--- config.mk ---
export PLATFORM = sky130hd
export DESIGN_NAME = clk_div_bank
export DESIGN_NICKNAME = d
export VERILOG_FILES = /design/src/rtl/clk_div_pkg.sv /design/src/rtl/clk_div_chan.sv /design/src/rtl/clk_div_bank.sv
export SDC_FILE = /design/constraint.sdc
export NUM_CORES = 1
export LEC_CHECK = 0
export ABC_AREA = 1
export CAP_MARGIN = 20
export CELL_PAD_IN_SITES_DETAIL_PLACEMENT = 0
export CELL_PAD_IN_SITES_GLOBAL_PLACEMENT = 1
export CORE_ASPECT_RATIO = 0.7
export CORE_MARGIN = 5
export CORE_UTILIZATION = 45
export DETAILED_ROUTE_END_ITERATION = 16
export PLACE_DENSITY = 0.85
export RECOVER_POWER = 50
export SLEW_MARGIN = 40
export SYNTH_ARGS = -nofsm -noshare
export SYNTH_HDL_FRONTEND = slang
export SYNTH_SLANG_ARGS = --single-unit
--- constraint.sdc ---
create_clock -name clk -period 2.44 [get_ports clk]
set_clock_uncertainty 0.1 [all_clocks]
set_input_delay 0.488 -clock clk [delete_from_list [all_inputs] [get_ports clk]]
set_output_delay 0.488 -clock clk [all_outputs]
set_load 0.1 [all_outputs]
--- src/rtl/clk_div_pkg.sv ---
// Shared types and constants for the clk_div_bank divider bank.
// Channel state is held at MAX_CNT_W bits; CNT_W-bit divisors are zero-extended into it.
package clk_div_pkg;

    localparam int DEF_CNT_W = 28;
    localparam int MAX_CNT_W = 32;

    typedef logic [MAX_CNT_W-1:0] div_word_t;

    localparam div_word_t DIV_DISABLE = '0;

    typedef struct packed {
        div_word_t act;
        div_word_t pnd;
        logic      pending;
        div_word_t cnt;
    } chan_state_t;

endpackage

--- src/rtl/clk_div_chan.sv ---
// One glitch-free programmable divider channel: divisor registers, counter and boundary logic.
// Optional phase-align input enabled by CLK_DIV_BANK_SYNC_EN.
module clk_div_chan
    import clk_div_pkg::*;
#(
    parameter int CNT_W   = DEF_CNT_W,
    parameter int DEF_DIV = 50000000
) (
    input  logic             clk,
    input  logic             rst_n,
    input  logic             wr,
    input  logic [CNT_W-1:0] wr_div,
`ifdef CLK_DIV_BANK_SYNC_EN
    input  logic             sync,
`endif
    output logic             outclk,
    output logic             tick,
    output logic             pending
);

    chan_state_t st;
    logic        out_q;
    logic        tick_q;
    div_word_t   wdiv;
    div_word_t   next_act;

    assign wdiv = div_word_t'(wr_div);

    // A write landing on the boundary cycle beats any older pending value.
    assign next_act = wr ? wdiv : (st.pending ? st.pnd : st.act);

    always_ff @(posedge clk) begin
        if (!rst_n) begin
            st.act     <= div_word_t'(DEF_DIV);
            st.pnd     <= '0;
            st.pending <= 1'b0;
            st.cnt     <= '0;
            out_q      <= 1'b0;
            tick_q     <= 1'b0;
        end
`ifdef CLK_DIV_BANK_SYNC_EN
        else if (sync) begin
            st.cnt     <= '0;
            st.pending <= 1'b0;
            st.act     <= next_act;
            out_q      <= 1'b0;
            tick_q     <= 1'b0;
        end
`endif
        else if (st.act == DIV_DISABLE) begin
            // Disabled: hold low and pick up a pending divisor without waiting.
            st.cnt <= '0;
            out_q  <= 1'b0;
            tick_q <= 1'b0;
            if (st.pending) begin
                st.act <= st.pnd;
            end
            if (wr) begin
                st.pnd     <= wdiv;
                st.pending <= 1'b1;
            end else begin
                st.pending <= 1'b0;
            end
        end else if (st.cnt == st.act) begin
            st.cnt     <= '0;
            st.act     <= next_act;
            st.pending <= 1'b0;
            tick_q     <= 1'b1;
            out_q      <= (next_act == DIV_DISABLE) ? 1'b0 : ~out_q;
        end else begin
            st.cnt <= st.cnt + 1'b1;
            tick_q <= 1'b0;
            if (wr) begin
                st.pnd     <= wdiv;
                st.pending <= 1'b1;
            end
        end
    end

    assign outclk  = out_q;
    assign tick    = tick_q;
    assign pending = st.pending;

endmodule

--- src/rtl/clk_div_bank.sv ---
// Bank of N_CH independent glitch-free clock dividers sharing one system clock.
// Define CLK_DIV_BANK_SYNC_EN to add the 'sync' phase-align port.
module clk_div_bank
    import clk_div_pkg::*;
#(
    parameter  int N_CH    = 4,
    parameter  int CNT_W   = DEF_CNT_W,
    parameter  int DEF_DIV = 50000000,
    localparam int CH_W    = (N_CH > 1) ? $clog2(N_CH) : 1
) (
    input  logic             clk,
    input  logic             rst_n,
    input  logic             wr_en,
    input  logic [CH_W-1:0]  wr_ch,
    input  logic [CNT_W-1:0] wr_div,
`ifdef CLK_DIV_BANK_SYNC_EN
    input  logic             sync,
`endif
    output logic [N_CH-1:0]  outclk,
    output logic [N_CH-1:0]  tick,
    output logic [N_CH-1:0]  pending
);

    logic [N_CH-1:0] ch_wr;

    // Indices at or above N_CH match no channel, so such writes fall away.
    for (genvar g = 0; g < N_CH; g++) begin : g_chan
        localparam logic [CH_W-1:0] IDX = CH_W'(g);

        assign ch_wr[g] = wr_en && (wr_ch == IDX);

        clk_div_chan #(
            .CNT_W   (CNT_W),
            .DEF_DIV (DEF_DIV)
        ) u_chan (
            .clk     (clk),
            .rst_n   (rst_n),
            .wr      (ch_wr[g]),
            .wr_div  (wr_div),
`ifdef CLK_DIV_BANK_SYNC_EN
            .sync    (sync),
`endif
            .outclk  (outclk[g]),
            .tick    (tick[g]),
            .pending (pending[g])
        );
    end

endmodule

==> impl_metrics.yaml <==
placed_design:
  placed_area_sq_um: 25100
  detailed_place_hpwl_um: 57800
  port_buffers: 44
  place_congestion: 0.956
floorplanning:
  die_area_sq_um: 54800
  core-area_sq_um: 49400
  io_pins: 45
  rows: 68
  die_h_um: 197
  start_util_pct: 45.7
  die_x_um: 278
cells_and_area:
  final-seq-area_sq_um: 7610
  fillers: 4987
  nNetsFinal: 3834
  antenna-diode-count: 0
  final_common_cell: "nand2_1"
  multi_input_area_sq_um: 12700
  finish.instance_area_sq_um: 26400
  layout_common_cells: "1,137 x nand2_1, 486 x nor2_1, 380 x dfxtp_1, 324 x inv_1, 296 x nand3_1"
  final_core_util_pct: 53.4
  syn_to_final_growth_pct: 16.9
  drive_gt1_share_pct: 10.3
drt:
  viasPerCell: 5.33
  drt_iter0_drc: 2329
  post_drt_wl_per_cell_um: 17.0
  drc: 0
  vias: 23949
  ant_nets: 0
  dr_wl_met3_um: 7040
  dr.max_layer_used: "met5"
  wl_met1_um: 36400
  drt_wl_total_um: 76600
  first_pass_iters: 6
  wl_met2_um: 31500
clock_network:
  clock_latency_ns: 0.58
  cts_tree: "done"
  htreeDepth: 2
  cts_hold_buf: 0
  cts_buffer_depth: 3
  cts_buffers: 42
  cts_root_buf: "clkbuf_16"
  path_clk_slew_ns: 0.06
  clkSinkCount: 380
grt:
  antenna_found_initial: 3
  grt_pass1_vias: 22022
  grt_util_all_layers_pct: 26.9
  grt_pass1_wl_um: 120000
  grt-ovfl-total: 0
  grt_start_max_net_pins: 68
critical_path:
  crit_path_start_kind: "primary input"
  r2r_setup_slack_ns: 0.23
  crit_fanout: 24
  worst_r2r_endpoint: "g_chan[3].u_chan.st[44]"
  worstSetupPathType: "in -> reg"
  cp-startpoint: "wr_en"
  r2r-start: "g_chan[3].u_chan.st[82]"
  cp-end-kind: "flip-flop"
  reg2reg_depth: 12
  cp.required_ns: 2.81
  arrival_ns: 2.62
synth:
  synth-seq-cells: 380
  avgSynthCellArea_sq_um: 6.17
  ys_types: 39
  syn_inst: 3656
  synthAdderAreaFrac_pct: 0.222
  syn_area_sq_um: 22600
  syn_nets: 3693
  yosys.area_share.simple_pct: 39.3
  yosys_warnings: 0
  synth_compound_area_share_pct: 10.7
  seq_area_frac_synth_pct: 33.7
  synth_top_family_by_area: "simple AND/OR/NAND/NOR gates"
  synth-xor-area-share_pct: 6.17
  synthMuxAreaShare_pct: 0
sta:
  hold_slack_ns: 0.148
  hold_violations: 0
  final_max_slew_viol_count: 0
  fin_crit_sh_pct: 92.2
  fin_setup_tns_ns: 0
  rsz0062_at_grt: "no"
  timing.slew.headroom_pct: 60.3
  tightest_slew_ns: 0.591
  post-route-min-period_ns: 2.25
  max_freq_ghz: 0.445
  finalSetupViolCount: 0
power_and_ir_drop:
  clkPwrFrac_pct: 45.9
  leakage_nw: 11.4
  seq_power_share_pct: 44.2
  power_density_nw_per_um2: 548
  p_sw_share_pct: 25.7
  ir_worst_vdd_mv: 0.479
  power_mw: 14.4
  power_frac_comb_pct: 9.8
  power.switching_mw: 3.71
  p_int_mw: 10.7
min_path:
  min_path_cells: 3
  min_to: "g_chan[2].u_chan.st[56]"
  hold_path_class: "in -> reg"
  hp-start: "rst_n"
flow_run:
  maxCapViolCount: 0
outcome:
  status: "finished clean"
==> power groups by stage <==
stage / logic [mW] / registers [mW] / clock network [mW]
2_1_floorplan: 0.763 / 6.50 / 0
6_report: 1.42 / 6.39 / 6.64
3_3_place_gp: 1.40 / 6.52 / 0
5_1_grt: 1.56 / 6.40 / 6.99
3_5_place_dp: 1.41 / 6.53 / 0
4_1_cts: 1.41 / 6.39 / 6.75
==> registers in the layout, summed over array words and instances, names as in the netlist <==
| name | cells |
|---|---|
| g_chan.u_chan.outclk | 4 |
| g_chan.u_chan.st | 368 |
| g_chan.u_chan.tick | 4 |
| g_chan.u_chan.pending | 4 |
==> cells in the mapped netlist (all sizes together) <==
library cell | instances | area [sq um]
nor2 | 509 | 2020
a21oi | 208 | 1040
clkbuf | 71 | 268
inv | 343 | 1290
nand2 | 1143 | 4320
nand3 | 306 | 1590
nand4 | 70 | 438
o211ai | 18 | 135
nor4 | 6 | 37.5
nand3b | 3 | 22.5
a31oi | 5 | 31.3
dfxtp | 380 | 7610
o21ai | 215 | 1080
xnor2 | 102 | 893
and2 | 2 | 12.5
nor3 | 55 | 308
xor2 | 57 | 499
o21bai | 16 | 120
buf | 124 | 694
or2 | 18 | 113
nor3b | 1 | 7.51
ha | 4 | 50.1
==> logic make-up (layout without fill, tap and decap cells) <==
family | after synthesis | in the layout
compound gates | 462 | 462
flops | 380 | 380
simple gates | 2113 | 2113
fa+ha+maj | 4 | 4
buf+inv | 538 | 711
xor+xnor | 159 | 159
==> critical path, cell delays in order <==
cell	delay, ns
clkdlybuf4s50_1	0.61
buf_4	0.24
nand3_2	0.11
buf_12	0.17
inv_2	0.18
nand2_1	0.06
o21ai_0	0.11
nand2_1	0.11
nor2_1	0.11
nand2_1	0.06
nor2_1	0.17
nand2_1	0.09
nand2_1	0.07
nand2_1	0.04
==> per-layer routing <==
| layer | vias to the layer above | GRT usage, % |
|---|---|---|
| met5 | - | 0 |
| met4 | 6 | 6.24 |
| met3 | 113 | 5.23 |
| met2 | 883 | 39.9 |
| met1 | 11070 | 40.4 |
| li1 | 11877 | - |
==> worst max path at each step <==
| stage | end | slack [ns] |
|---|---|---|
| after global placement | g_chan[0].u_chan.outclk | -0.40 |
| after floorplan | g_chan[3].u_chan.outclk | 0.59 |
| final | g_chan[1].u_chan.outclk | 0.19 |
| after detailed placement | g_chan[0].u_chan.outclk | -0.41 |
| after CTS | g_chan[1].u_chan.st[96] | 0.17 |
| after global routing | g_chan[0].u_chan.st[41] | 0.02 |
==> through the flow <==
stage,instances,setup slack [ns]
after floorplan,3656,0.592
after global placement,4415,-0.399
after detailed placement,4415,-0.406
after CTS,4491,0.174
after global routing,4494,0.0214
final,4494,0.191
==> timing repair <==
item / in CTS / in global routing
setup endpoints to repair: 0 / 13
setup buffers: 0 / 3
gates resized for setup: 0 / 7
==> layout make-up <==
| cell class | count | share of cell area (%) |
|---|---|---|
| sequential | 380 | 28.8 |
| tap | 665 | 3.15 |
| clock inverter | 11 | 0.617 |
| multi-input combinational | 2738 | 48.2 |
| clock buffer | 65 | 4.62 |
| inverter | 343 | 4.91 |
| timing repair buffer | 292 | 9.68 |
Power figures use the tool's default switching activity.
